[src/rtl/uart_tx_arbiter.sv]
`default_nettype none
`timescale 1ns/1ps
// ============================================================================
// Module   : uart_tx_arbiter
// Purpose  : Shares one serial line between two nibble requesters. A
//            round-robin arbiter picks a requester, latches its nibble and
//            sends it as a 7-bit-time frame:
//              start(0), d0, d1, d2, d3 (LSB first), even parity, stop(1).
//            The line idles high. IDLE_GAP idle bit times follow every stop
//            bit before the next arbitration.
//
// Parameters:
//   IDLE_GAP  minimum idle cycles (tx=1) after each stop bit, legal 0..15.
//             With IDLE_GAP=0 the STOP cycle itself arbitrates, so frames
//             can run back to back with no idle bit between them.
//
// Ports:
//   clk          in   system clock, rising edge
//   reset        in   synchronous, active-low reset (0 = reset)
//   req0 / req1  in   frame request, held until the matching gnt
//   data0/data1  in   [3:0] nibble, stable while the request is high
//   gnt0 / gnt1  out  one-cycle pulse in the START cycle of the frame
//   tx           out  serial line
//   busy         out  high in every state other than IDLE
//   done         out  high during the STOP cycle
//   inj_err      in   only with UART_ARB_PARITY_INJECT_EN: sampled with the
//                     data at the grant edge; when 1 the parity bit of that
//                     frame is inverted.
//
// Build option:
//   UART_ARB_PARITY_INJECT_EN  adds inj_err and parity-error injection.
//
// Revision : 1.0  initial release
// ============================================================================
module uart_tx_arbiter #(
  parameter int unsigned IDLE_GAP = 1
) (
  input  logic       clk,
  input  logic       reset,
  input  logic       req0,
  input  logic [3:0] data0,
  output logic       gnt0,
  input  logic       req1,
  input  logic [3:0] data1,
  output logic       gnt1,
  output logic       tx,
  output logic       busy,
  output logic       done
`ifdef UART_ARB_PARITY_INJECT_EN
  ,
  input  logic       inj_err
`endif
);

  // --------------------------------------------------------------------------
  // Constants
  // --------------------------------------------------------------------------
  // Without a gap the STOP cycle becomes an arbitration point.
  localparam logic       HAS_GAP  = (IDLE_GAP != 0);
  // GAP counts down to zero; the value loaded covers IDLE_GAP cycles.
  localparam logic [3:0] GAP_LOAD = (IDLE_GAP == 0) ? 4'd0 : 4'(IDLE_GAP - 1);

  typedef enum logic [2:0] {
    S_IDLE   = 3'd0,
    S_START  = 3'd1,
    S_DATA   = 3'd2,
    S_PARITY = 3'd3,
    S_STOP   = 3'd4,
    S_GAP    = 3'd5
  } state_t;

  // --------------------------------------------------------------------------
  // State
  // --------------------------------------------------------------------------
  state_t     state_q,   state_d;
  logic [1:0] bit_cnt_q, bit_cnt_d;   // data bit index within S_DATA
  logic [3:0] shift_q,   shift_d;     // latched nibble, shifted out LSB first
  logic       par_q,     par_d;       // parity bit to send for this frame
  logic       sel_q,     sel_d;       // requester owning the frame in flight
  logic       rr_q,      rr_d;        // round-robin pointer: preferred on tie
  logic [3:0] gap_q,     gap_d;       // remaining GAP cycles minus one

  // --------------------------------------------------------------------------
  // Arbitration
  // --------------------------------------------------------------------------
  logic       any_req;
  logic       pick1;
  logic [3:0] pick_data;
  logic       inj_bit;
  logic       do_grant;

`ifdef UART_ARB_PARITY_INJECT_EN
  assign inj_bit = inj_err;
`else
  assign inj_bit = 1'b0;
`endif

  // Requester 1 wins when it is alone, or when both ask and the pointer
  // names it.
  assign any_req   = req0 | req1;
  assign pick1     = req1 & (~req0 | rr_q);
  assign pick_data = pick1 ? data1 : data0;

  // --------------------------------------------------------------------------
  // Next-state logic
  // --------------------------------------------------------------------------
  always_comb begin
    state_d   = state_q;
    bit_cnt_d = bit_cnt_q;
    shift_d   = shift_q;
    par_d     = par_q;
    sel_d     = sel_q;
    rr_d      = rr_q;
    gap_d     = gap_q;
    do_grant  = 1'b0;

    unique case (state_q)
      S_IDLE: begin
        do_grant = any_req;
      end
      S_START: begin
        state_d   = S_DATA;
        bit_cnt_d = 2'd0;
      end
      S_DATA: begin
        shift_d   = {1'b0, shift_q[3:1]};
        bit_cnt_d = bit_cnt_q + 2'd1;
        if (bit_cnt_q == 2'd3) begin
          state_d = S_PARITY;
        end
      end
      S_PARITY: begin
        state_d = S_STOP;
      end
      S_STOP: begin
        if (HAS_GAP) begin
          state_d = S_GAP;
          gap_d   = GAP_LOAD;
        end else if (any_req) begin
          do_grant = 1'b1;
        end else begin
          state_d = S_IDLE;
        end
      end
      S_GAP: begin
        // The final GAP cycle only returns to IDLE; it never grants.
        if (gap_q == 4'd0) begin
          state_d = S_IDLE;
        end else begin
          gap_d = gap_q - 4'd1;
        end
      end
      default: begin
        state_d = S_IDLE;
      end
    endcase

    if (do_grant) begin
      state_d = S_START;
      shift_d = pick_data;
      // Parity is captured now because the shift register is consumed
      // while the data bits go out.
      par_d   = (^pick_data) ^ inj_bit;
      sel_d   = pick1;
      rr_d    = ~pick1;
    end
  end

  // --------------------------------------------------------------------------
  // State registers
  // --------------------------------------------------------------------------
  always_ff @(posedge clk) begin
    if (!reset) begin
      state_q   <= S_IDLE;
      bit_cnt_q <= 2'd0;
      shift_q   <= 4'd0;
      par_q     <= 1'b0;
      sel_q     <= 1'b0;
      rr_q      <= 1'b0;
      gap_q     <= 4'd0;
    end else begin
      state_q   <= state_d;
      bit_cnt_q <= bit_cnt_d;
      shift_q   <= shift_d;
      par_q     <= par_d;
      sel_q     <= sel_d;
      rr_q      <= rr_d;
      gap_q     <= gap_d;
    end
  end

  // --------------------------------------------------------------------------
  // Moore outputs, decoded from registers only
  // --------------------------------------------------------------------------
  always_comb begin
    tx   = 1'b1;
    busy = 1'b1;
    done = 1'b0;
    gnt0 = 1'b0;
    gnt1 = 1'b0;
    unique case (state_q)
      S_IDLE: begin
        busy = 1'b0;
      end
      S_START: begin
        tx   = 1'b0;
        gnt0 = ~sel_q;
        gnt1 = sel_q;
      end
      S_DATA: begin
        tx = shift_q[0];
      end
      S_PARITY: begin
        tx = par_q;
      end
      S_STOP: begin
        done = 1'b1;
      end
      S_GAP: begin
        tx = 1'b1;
      end
      default: begin
        tx   = 1'b1;
        busy = 1'b0;
      end
    endcase
  end

endmodule
`default_nettype wire

[config.mk]
export PLATFORM = sky130hd
export DESIGN_NAME = uart_tx_arbiter
export DESIGN_NICKNAME = d
export VERILOG_FILES = /design/src/rtl/uart_tx_arbiter.sv
export SDC_FILE = /design/constraint.sdc
export NUM_CORES = 1
export LEC_CHECK = 0
export ABC_AREA = 0
export CAP_MARGIN = 20
export CORE_AREA = 2 2 50 52
export DETAILED_ROUTE_END_ITERATION = 7
export DIE_AREA = 0 0 52 54
export PLACE_DENSITY = 0.7
export SYNTH_ARGS = -nofsm -noshare
export SYNTH_HDL_FRONTEND = slang
export SYNTH_SLANG_ARGS = --single-unit
[constraint.sdc]
create_clock -name clk -period 1.8 [get_ports clk]
set_input_delay 0.36 -clock clk [delete_from_list [all_inputs] [get_ports clk]]
set_output_delay 0.36 -clock clk [all_outputs]
set_load 0.02 [all_outputs]
# Yosys cells after proc, flatten, opt, wreduce, memory -nomap -nowiden
# Cells that the tools add are included.
# Widths: inputs -> output; s select.
# word_totals
register_bits	16
in_bits	12
output_inout_bits	5
wordCells	57
# classes
addsub	2
n_eq_ne	12
mux	16
n_bitwise	8
n_reduce_logical	11
# op_table
op	count
$pmux 3 s6	1
$mux 4	4
$ne 2x2->1 const B	4
$pmux 4 s2	1
$eq 3x2->1 const B	2
$eq 3x3->1 const B	2
$mux 1	6
$mux 3	2
$ne 3x3->1 const B	2
$reduce_and 3->1	2
$reduce_bool 2->1	3
$not 1->1	5
$reduce_or 5->1	1
$logic_not 4->1	1
$pmux 2 s2	1
$reduce_xor 4->1	1
$sub 4x1->4 const B	1
$eq 3x1->1 const B	1
$logic_not 3->1	1
$pmux 1 s3	1
$add 2x1->2 const B	1
$eq 2x2->1 const B	1
$or 1x1->1	2
$reduce_and 2->1	1
2 further kinds	2

# Logic depth before layout (Yosys ltp)
# depth
depth_word	5
ltp_mapped	6
depth_no_buf	6

# Least setup slack after synthesis
# No wires, ideal clock.
# synth_timing
path_type	register to output
startpoint	register state_q[0]
endpoint	output gnt1
t_arrival_ns	1.461
required_ns	1.440
setup_slack_ns	-0.021
path_stages_with_launch	4
n_path_buf	2
path_cell_list	dfxtp_1 > buf_6 > clkbuf_1 > nor4bb_1
# synth_via
elab_chain_len	2
# synth_rtl
item	line	text
start: declaration	75	state_t state_q, state_d;
start signal: assignment	182	state_q <= state_d;
$eq 3x1->1	201	unique case (state_q)
$mux 1	201	
end: declaration	45	output logic gnt1,
# No other way between the ends.

# Worst setup path after layout
# layout_timing
startpoint	register state_q[1]
endpoint	output gnt0
# layout_via
elab_chain_len	2
# layout_rtl
item	line	text
$eq 3x1->1	201	
$mux 1	201	
end: declaration	42	output logic gnt0,
# No other way between the ends.

==> metrics.txt <==
status finished, final reports clean; Post-Layout Cell Count 164; DP Area 0.00120 mm^2; cells after synthesis between 100 and 150; clk_skew roughly 6.5 ps; final setup violation count 0; Max clock buf depth 2; Least-Margin Pin Slew approximately 400 ps; vias in the first global route around 880; peak supply drop 673 uV; CTS clk-pin slew, worst paths 100 ps; PD cells 950 mW/mm^2; final worst slack 74.6 ps; Pleak 0.472 nW; layout cells sized above 1 0.187; DR vias 894; CP top delay family buffers and inverters; die area 0.00281 mm^2; Rel. slew slack 0.739; CP cell instances buf_12 > nor4b_2 > clkdlybuf4s15_1; number of synthesized flops with an enable pin 0; Core Util, Final 0.532; CTS Hold Bufs 0; vias per cell ~5.5; Hold Vio Cnt, Final 0; # H-tree levels 1; Die X ~52 um; dpl hpwl 1680 um; Post-Route WL between 2000 and 2500 um; hold slack 497 ps; Top FF cell, synth dfxtp_1; worst skew pair latency between 200 and 300 ps; Synthesized Nets 127; RD Place Congestion between 0.7 and 0.8; Detail Route Antenna Nets 0; CTS buffer count 3; GRT Util Overall 0.179; Cells after DPL 160; Worst Setup SP state_q[1]; r2r worst-path depth 4; commonest cells after routing, fill and taps aside dfxtp_1, a21oi_1, nand2_1, clkdlybuf4s50_1, buf_4; Diodes inserted 0; Design Area, Final approximately 0.0012 mm^2; Critical-path top delay cell dfxtp_2; largest area contributor in the netlist dfxtp_1; initial antenna violation count 0; startpoint class of the critical path flop; clock root buffer clkbuf_4; Seq/Total Area, Yosys 0.332; Setup CP Type reg -> out; first-pass GRT wire length roughly 3800 um; #FFs+latches synth 16; max_cap viols 0; register-to-register setup slack 220 ps; initial core utilization 0.416; DIE HEIGHT 54 um; Setup TNS 0 ps; Core Area roughly 0.0023 mm^2; commonest non-fill, non-tap cell in the layout dfxtp_1; RSZ-0062 raised after global routing false; Critical Path AT roughly 1400 ps; Final #Nets 149; main area contributors after synthesis dfxtp_1, a21oi_1, xnor2_1, nand2_1, nand3_1; Worst setup endpoint gnt0; post-synthesis cell area 966 um^2; Worst setup EP type output pin; worst path bufs/invs 2; Reg-to-Reg End shift_q[1]; share of the synthesized area in the top cell type 0.332; grt total ovfl 0; Data required, critical path 1440 ps; # clock sinks 16; Max FO, Critical Path 10; wire per inst roughly 13 um; post-layout minimum cycle time 1730 ps; FMAX 580 MHz; largest net degree at the start of global routing 13; area growth from synthesis to layout 27.7%; async set or reset register ratio after synthesis 0; Cell Rows 18; Layout fillers 209; 1st-iter DRT viols 14; crit-path max cell delay around 360 ps; Tot Pwr 1.17 mW; Ys Warns 0; DR pass1 iterations 4; fin. max-slew vios 0; Remaining DRCs 0; worst hold path type reg -> reg; Distinct cells, synth 36; pre-CTS WS -44.2 ps; reg2reg start state_q[0]; post-CTS setup buffer count 0; Post-Syn Area per Cell 8.55 um^2; CTS tree yes; Worst path depth 3; Final period util 0.959; IO Port Bufs 16; IO Pins 17
[report_power, final]
group / leakage [nW] / internal [mW] / switching [mW]
Clock: 0.0210 / 0.123 / 0.108
Sequential: 0.132 / 0.409 / 0.0473
Combinational: 0.319 / 0.244 / 0.240
[registers in the layout, summed over array words and instances, names as in the netlist]
register,count
state_q,3
rr_q,1
sel_q,1
bit_cnt_q,2
gap_q,4
par_q,1
shift_q,4
[repair_timing]
action                     in CTS  in global routing
resized for setup               9                  8
setup endpoints to repair       5                  4
hold endpoints to repair        0                  0
cloned                          0                  0
[kinds of logic after synthesis]
group / synth area share
and+or+nand+nor: 0.315
AOI/OAI and AO/OA: 0.189
DFF: 0.332
buffers and inverters: 0.0570
xor gates and xnor gates: 0.0816
adders and majority gates: 0.0259
[worst min-delay path by stage]
stage,from,end,slack [ps],cells past startpoint
finish,sel_q,sel_q,500,2
global route,bit_cnt_q[1],bit_cnt_q[1],530,2
CTS,shift_q[3],shift_q[2],500,2
detailed placement,shift_q[3],shift_q[2],490,2
global placement,shift_q[2],shift_q[1],480,2
floorplan,shift_q[2],shift_q[1],450,2
[layout make-up]
type | count | area (um^2) | share of cell area
sequential | 16 | 324 | 0.263
multi-input combinational | 87 | 608 | 0.493
clock buffer | 4 | 36.3 | 0.0294
tap | 30 | 37.5 | 0.0304
inverter | 3 | 11.3 | 0.00913
timing repair buffer | 24 | 216 | 0.175
[metal layers]
metal	track usage	share of wire	vias to the layer above	routed length, um
li1	-	-	452	-
met1	0.209	0.44	427	950
met2	0.325	0.52	13	1100
met3	0.0306	0.032	2	69
met4	0.0658	0.0070	0	15
met5	0	0	-	0
[worst register-to-register path: cells and delay by family, from the launching register on]
kind | cells | cell delay, ps
compound gates | 2 | 300
simple gates | 1 | 580
flops | 1 | 370
buf+inv | 1 | 200
[cell usage after synthesis (3+ instances only)]
master	count
dfxtp_1	16
a21oi_1	12
nand2_1	11
nand3_1	6
nor2_1	6
xnor2_1	6
nor3_1	4
o21ai_0	4
a311oi_1	3
and3_1	3
clkbuf_1	3
inv_1	3
nor3b_1	3
nor4bb_1	3
xor2_1	3
No activity file was read; power rests on OpenSTA's default activity.
